===== config.mk =====
export PLATFORM = sky130hd
export DESIGN_NAME = id_ex_operand_stage
export DESIGN_NICKNAME = d
export VERILOG_FILES = /design/src/rtl/id_ex_operand_stage.sv
export SDC_FILE = /design/constraint.sdc
export NUM_CORES = 1
export LEC_CHECK = 0
export CAP_MARGIN = 15
export CORE_MARGIN = 2
export CORE_UTILIZATION = 38
export CTS_CLUSTER_SIZE = 14
export DETAILED_ROUTE_END_ITERATION = 7
export PLACE_DENSITY = 0.81
export SKIP_LAST_GASP = 1
export SLEW_MARGIN = 20
export SYNTH_ARGS = -nofsm -noshare
export SYNTH_HDL_FRONTEND = slang
export SYNTH_SLANG_ARGS = --single-unit

===== constraint.sdc =====
create_clock -name clk -period 5.3 [get_ports clk]
set_clock_uncertainty 0.2 [all_clocks]
set_input_delay 1.59 -clock clk [delete_from_list [all_inputs] [get_ports clk]]
set_output_delay 1.59 -clock clk [all_outputs]
set_load 0.01 [all_outputs]

===== src/rtl/id_ex_operand_stage.sv =====
// rtl/id_ex_operand_stage.sv - ID->EX operand register with forwarding and load-use hazard detection
//
// Purpose: latches decoded operands/control into the EX slot, supplies the ALU
// with forwarded A/B operands, and stalls decode (inserting a bubble) on a
// load-use hazard.
//
// Optional feature macro: IDEX_FORWARDING_EN
//   defined     : MEM/WB forwarding muxes on both operands (MEM wins over WB).
//   not defined : no forwarding; any in-flight EX writer or MEM writer that a
//                 decoded instruction reads causes a bubble instead.
//
// Ports:
//   clk, reset                          clock, async active-high reset
//   id_valid, id_rs, id_rt, id_uses_rt  decode slot and its source registers
//   id_rs_val, id_rt_val                register-file values for rs/rt
//   id_imm16, id_alusrc, id_sext        immediate and B-operand selection
//   id_af, id_i                         ALU function code / imm-upper flag
//   id_rd, id_regwrite, id_is_load      destination control
//   ex_stall, flush                     hold / squash the EX slot
//   mem_wr_*                            EX/MEM-stage writer (non-load)
//   wb_wr_*                             MEM/WB-stage writer
//   id_stall                            combinational decode hold
//   ex_valid, alu_a, alu_b, alu_af, alu_i, ex_rd, ex_regwrite, ex_is_load
//                                       EX slot outputs to the ALU / later stages

module id_ex_operand_stage #(
  parameter int N  = 32,
  parameter int RA = 5
) (
  input  logic          clk,
  input  logic          reset,
  input  logic          id_valid,
  input  logic [RA-1:0] id_rs,
  input  logic [RA-1:0] id_rt,
  input  logic          id_uses_rt,
  input  logic [N-1:0]  id_rs_val,
  input  logic [N-1:0]  id_rt_val,
  input  logic [15:0]   id_imm16,
  input  logic          id_alusrc,
  input  logic          id_sext,
  input  logic [3:0]    id_af,
  input  logic          id_i,
  input  logic [RA-1:0] id_rd,
  input  logic          id_regwrite,
  input  logic          id_is_load,
  input  logic          ex_stall,
  input  logic          flush,
  input  logic          mem_wr_en,
  input  logic [RA-1:0] mem_wr_addr,
  input  logic [N-1:0]  mem_wr_data,
  input  logic          wb_wr_en,
  input  logic [RA-1:0] wb_wr_addr,
  input  logic [N-1:0]  wb_wr_data,
  output logic          id_stall,
  output logic          ex_valid,
  output logic [N-1:0]  alu_a,
  output logic [N-1:0]  alu_b,
  output logic [3:0]    alu_af,
  output logic          alu_i,
  output logic [RA-1:0] ex_rd,
  output logic          ex_regwrite,
  output logic          ex_is_load
);

  logic          ex_valid_q;
  logic [RA-1:0] rs_q, rt_q, rd_q;
  logic [N-1:0]  rs_val_q, rt_val_q;
  logic [15:0]   imm_q;
  logic          alusrc_q, sext_q, i_q, regwrite_q, is_load_q;
  logic [3:0]    af_q;

  logic [N-1:0]  fwd_rs, fwd_rt, imm_ext;
  logic          hz_load, hz;

  // Does the decoded instruction read register r? Register 0 never counts.
  function automatic logic id_reads(input logic [RA-1:0] r, input logic [RA-1:0] rs,
                                    input logic [RA-1:0] rt, input logic uses_rt);
    return (r != '0) && ((r == rs) || (uses_rt && (r == rt)));
  endfunction

  assign hz_load = ex_valid_q & is_load_q & id_valid & id_reads(rd_q, id_rs, id_rt, id_uses_rt);

`ifdef IDEX_FORWARDING_EN
  // MEM is younger than WB, so it takes precedence on the same address.
  always_comb begin
    fwd_rs = rs_val_q;
    if (rs_q != '0) begin
      if (mem_wr_en && (mem_wr_addr == rs_q))      fwd_rs = mem_wr_data;
      else if (wb_wr_en && (wb_wr_addr == rs_q))   fwd_rs = wb_wr_data;
    end
  end

  always_comb begin
    fwd_rt = rt_val_q;
    if (rt_q != '0) begin
      if (mem_wr_en && (mem_wr_addr == rt_q))      fwd_rt = mem_wr_data;
      else if (wb_wr_en && (wb_wr_addr == rt_q))   fwd_rt = wb_wr_data;
    end
  end

  assign hz = hz_load;
`else
  // Without forwarding, the decoded instruction must wait until every pending
  // producer has reached WB, where the write-through register file covers it.
  logic unused_fwd_inputs;
  assign unused_fwd_inputs = ^{wb_wr_en, wb_wr_addr, wb_wr_data, mem_wr_data};

  assign fwd_rs = rs_val_q;
  assign fwd_rt = rt_val_q;
  assign hz = hz_load
            | (id_valid & ex_valid_q & regwrite_q & id_reads(rd_q, id_rs, id_rt, id_uses_rt))
            | (id_valid & mem_wr_en & id_reads(mem_wr_addr, id_rs, id_rt, id_uses_rt));
`endif

  assign imm_ext = id_ext(imm_q, sext_q);

  function automatic logic [N-1:0] id_ext(input logic [15:0] imm, input logic sext);
    return sext ? {{(N-16){imm[15]}}, imm} : {{(N-16){1'b0}}, imm};
  endfunction

  always_ff @(posedge clk or posedge reset) begin
    if (reset) begin
      ex_valid_q <= 1'b0;
      rs_q       <= '0;
      rt_q       <= '0;
      rd_q       <= '0;
      rs_val_q   <= '0;
      rt_val_q   <= '0;
      imm_q      <= '0;
      alusrc_q   <= 1'b0;
      sext_q     <= 1'b0;
      af_q       <= '0;
      i_q        <= 1'b0;
      regwrite_q <= 1'b0;
      is_load_q  <= 1'b0;
    end else if (flush) begin
      ex_valid_q <= 1'b0;
    end else if (ex_stall) begin
      // Capture forwarded values so a WB result retiring during the stall
      // is not lost once it leaves the pipeline.
      rs_val_q <= fwd_rs;
      rt_val_q <= fwd_rt;
    end else if (hz) begin
      ex_valid_q <= 1'b0;
    end else begin
      ex_valid_q <= id_valid;
      rs_q       <= id_rs;
      rt_q       <= id_rt;
      rd_q       <= id_rd;
      rs_val_q   <= id_rs_val;
      rt_val_q   <= id_rt_val;
      imm_q      <= id_imm16;
      alusrc_q   <= id_alusrc;
      sext_q     <= id_sext;
      af_q       <= id_af;
      i_q        <= id_i;
      regwrite_q <= id_regwrite;
      is_load_q  <= id_is_load;
    end
  end

  assign id_stall    = hz | ex_stall;
  assign ex_valid    = ex_valid_q;
  assign alu_a       = fwd_rs;
  assign alu_b       = alusrc_q ? imm_ext : fwd_rt;
  assign alu_af      = af_q;
  assign alu_i       = i_q;
  assign ex_rd       = rd_q;
  assign ex_regwrite = regwrite_q & ex_valid_q;
  assign ex_is_load  = is_load_q & ex_valid_q;

endmodule

==> impl_metrics.env <==
export IMPL_status="finished, final reports clean"
export IMPL_drt_first_pass_iters=4
export IMPL_clk_pin_slew_worst_paths_ns=0.06
export IMPL_r2r_start="ex_rd[0]"
export IMPL_yosysTopAreaCellShare_pct=53.7
export IMPL_synth_flop_cell="dfrtp_1"
export IMPL_synth_enable_flop_cells=0
export IMPL_power_density_nw_per_um2=319
export IMPL_initial_core_util_pct=38.9
export IMPL_ys_types=24
export IMPL_grt_overflow=0
export IMPL_tightest_slew_ns=0.798
export IMPL_hold_violations=0
export IMPL_drcViolationCount=0
export IMPL_postRouteAntennaNets=0
export IMPL_die_area_sq_um=12500
export IMPL_cts_tree="built"
export IMPL_coreArea_sq_um=11400
export IMPL_cts_inserted_buffers=9
export IMPL_fin_tns_setup_ns=0
export IMPL_slew_headroom_pct=46.8
export IMPL_netlist_instances=295
export IMPL_critPathRequiredTime_ns=3.51
export IMPL_critical_path_startpoint="mem_wr_addr[1]"
export IMPL_yosys_area_top_type="dfrtp_1"
export IMPL_crit_chain="clkdlybuf4s50_1 > or4_4 > o211ai_1 > o32ai_2 > or2_2 > clkdlybuf4s15_1"
export IMPL_synth_nets=481
export IMPL_worstPathMaxFanout=2
export IMPL_grt_max_degree=88
export IMPL_rsz0062_at_grt="false"
export IMPL_gp_congestion=0.800
export IMPL_endpoint="id_stall"
export IMPL_fmax_mhz=191
export IMPL_yosysSeqAreaShare_pct=53.7
export IMPL_arrival_ns=3.45
export IMPL_synth_area_leaders="dfrtp_1 (54%), mux2_4 (20%), mux2_2 (13%)"
export IMPL_hp_class="reg -> reg"
export IMPL_wl_per_cell_microns=16.6
export IMPL_place_inst=629
export IMPL_cts_root_buf="clkbuf_16"
export IMPL_avgViaCountPerCell=4.78
export IMPL_ys_async_sr_fraction_pct=100
export IMPL_p_clk_share_pct=27.8
export IMPL_wirelength_mm=10.7
export IMPL_p_leak_nw=2.95
export IMPL_ir_worst_vdd_mv=0.229
export IMPL_dr_total_vias=3082
export IMPL_yosysWarningCount=0
export IMPL_synth_common_cells="dfrtp_1 (95), mux2_4 (60), mux2_2 (50), xor2_1 (18)"
export IMPL_clock_path_buffers=2
export IMPL_die_w_microns=112
export IMPL_fp_row_count=39
export IMPL_combPwrFrac_pct=30.4
export IMPL_htreeDepth=3
export IMPL_drive_gt1_share_pct=28.5
export IMPL_synth_most_common_cell="dfrtp_1"
export IMPL_stdcell_count=645
export IMPL_setup_violations=0
export IMPL_drt_iter0_drc=136
export IMPL_diodes=0
export IMPL_period_needed_ns=5.24
export IMPL_r2r_cells=7
export IMPL_antenna_found_initial=0
export IMPL_power_switching_uw=559
export IMPL_port_buffers=193
export IMPL_p_int_mw=1.61
export IMPL_grt_pass1_wl_mm=17.6
export IMPL_crit_path_max_incr_delay_ns=0.54
export IMPL_grt_pass1_vias=3433
export IMPL_synth_seq_cells=95
export IMPL_gr_usage_all_layers_pct=17.9
export IMPL_final_max_slew_viol_count=0
export IMPL_swShare_pct=25.7
export IMPL_fill_cells=910
export IMPL_slowest_stage="or4_4"
export IMPL_cp_end_kind="output port"
export IMPL_seq_power_share_pct=41.8
export IMPL_cp_start_kind="input port"
export IMPL_die_h_microns=112
export IMPL_final_nets=684
export IMPL_r2r_end="alu_a[10]"
export IMPL_period_share_pct=98.9
export IMPL_hold_buffers=0
export IMPL_syn_area_per_cell_sq_um=15.0
export IMPL_worstSkewPairLatency_ns=0.34
export IMPL_syn_to_final_growth_pct=54.2
export IMPL_dpl_hpwl_mm=7.65
export IMPL_cap_violations=0
export IMPL_clock_sinks=95
export IMPL_path_class="in -> out"
export IMPL_ioPinCount=264
export IMPL_netlist_area_sq_um=4420
export IMPL_rrSetupSlack_ns=2.55
-- logic make-up after synthesis --
group | Yosys count | synth area share [%]
muxes | 110 | 33.1
DFF | 95 | 53.7
buffers and inverters | 32 | 3.99
AOI/OAI and AO/OA | 22 | 3.00
xor gates and xnor gates | 20 | 3.96
and+or+nand+nor | 16 | 2.23
-- metrics by stage --
| stage | util [%] | area [sq um] | power [mW] | worst slack, ns | hold slack (ns) |
|---|---|---|---|---|---|
| finish | 60.0 | 6820 | 2.17 | 0.0559 | 0.306 |
| global route | 60.0 | 6820 | 2.28 | 0.00412 | 0.322 |
| CTS | 60.0 | 6820 | 2.21 | 0.0420 | 0.308 |
| detailed placement | 57.5 | 6540 | 1.59 | -0.255 | 0.290 |
| global placement | 57.5 | 6540 | 1.57 | -0.264 | 0.288 |
| floorplan | - | 4420 | 1.22 | 0.778 | 0.273 |
-- how the worst min path moves through the flow --
stage                   start         to  slack [ns]  cells after the start
floorplan           is_load_q  is_load_q        0.27                      1
global placement     imm_q[4]   imm_q[4]        0.29                      1
detailed placement  imm_q[11]  imm_q[11]        0.29                      1
CTS                 imm_q[13]  imm_q[13]        0.31                      1
global route         imm_q[5]   imm_q[5]        0.32                      1
finish              imm_q[13]  imm_q[13]        0.31                      1
-- power by group through the flow --
stage | clock network [mW] | logic, mW | registers (mW)
floorplan | 0 | 0.298 | 0.925
global placement | 0 | 0.655 | 0.912
detailed placement | 0 | 0.666 | 0.919
CTS | 0.627 | 0.669 | 0.909
global route | 0.655 | 0.703 | 0.924
finish | 0.604 | 0.660 | 0.909
-- critical path: cells and delay by family --
family,cells,cell delay (ns)
AOI/OAI and AO/OA,2,0.34
and+or+nand+nor,2,0.84
buffers and inverters,2,0.67
-- metal layers --
metal  global-route usage, %  routed length (microns)  part of all wire (%)  vias up
met2                    29.4                     5420                    51       92
met1                    22.4                     4530                    42     1545
met5                       0                        0                     0        -
li1                        -                        -                     -     1431
met3                    4.52                      536                   5.0       14
met4                    8.15                      205                   1.9        0
-- state kept, by name, indices dropped and copies added (netlist names) --
signal / flops
alu_a: 32
alu_af: 4
alu_i: 1
alusrc_q: 1
ex_rd: 5
ex_valid: 1
fwd_rt: 32
imm_q: 16
is_load_q: 1
regwrite_q: 1
sext_q: 1
-- final cells by class --
class / instances / area (sq um) / share of cell area, %
Clock inverter: 3 / 18.8 / 0.275
Inverter: 17 / 68.8 / 1.01
Timing Repair Buffer: 207 / 2050 / 30.0
Clock buffer: 12 / 256 / 3.76
Multi-Input combinational cell: 168 / 1870 / 27.5
Tap cell: 143 / 179 / 2.62
Sequential cell: 95 / 2380 / 34.8
-- what timing repair did --
item                                    in CTS  in global routing
cloned                                       0                  0
endpoints found under the setup margin       1                  1
gates resized for setup                      4                  0
pin swaps                                    2                  1
setup buffers                                1                  0
-- layout by cell type, fill, tap and decap left out, types with 2 or more instances in the layout --
master           netlist  layout
clkdlybuf4s50_1        0     191
mux2_4                60      60
o21ai_0               17      17
nor2_1                 3       3
dfrtp_1               95      95
clkbuf_8               0       2
clkinv_2               0       2
a32oi_1                2       2
nor3_1                 2       2
xor2_1                18      18
and2_1                 2       2
inv_1                 17      16
buf_4                  0      13
clkbuf_16              0       9
xnor2_1                2       2
mux2_2                50      50
nor4_1                 2       2
(Power assumes the default switching activity.)
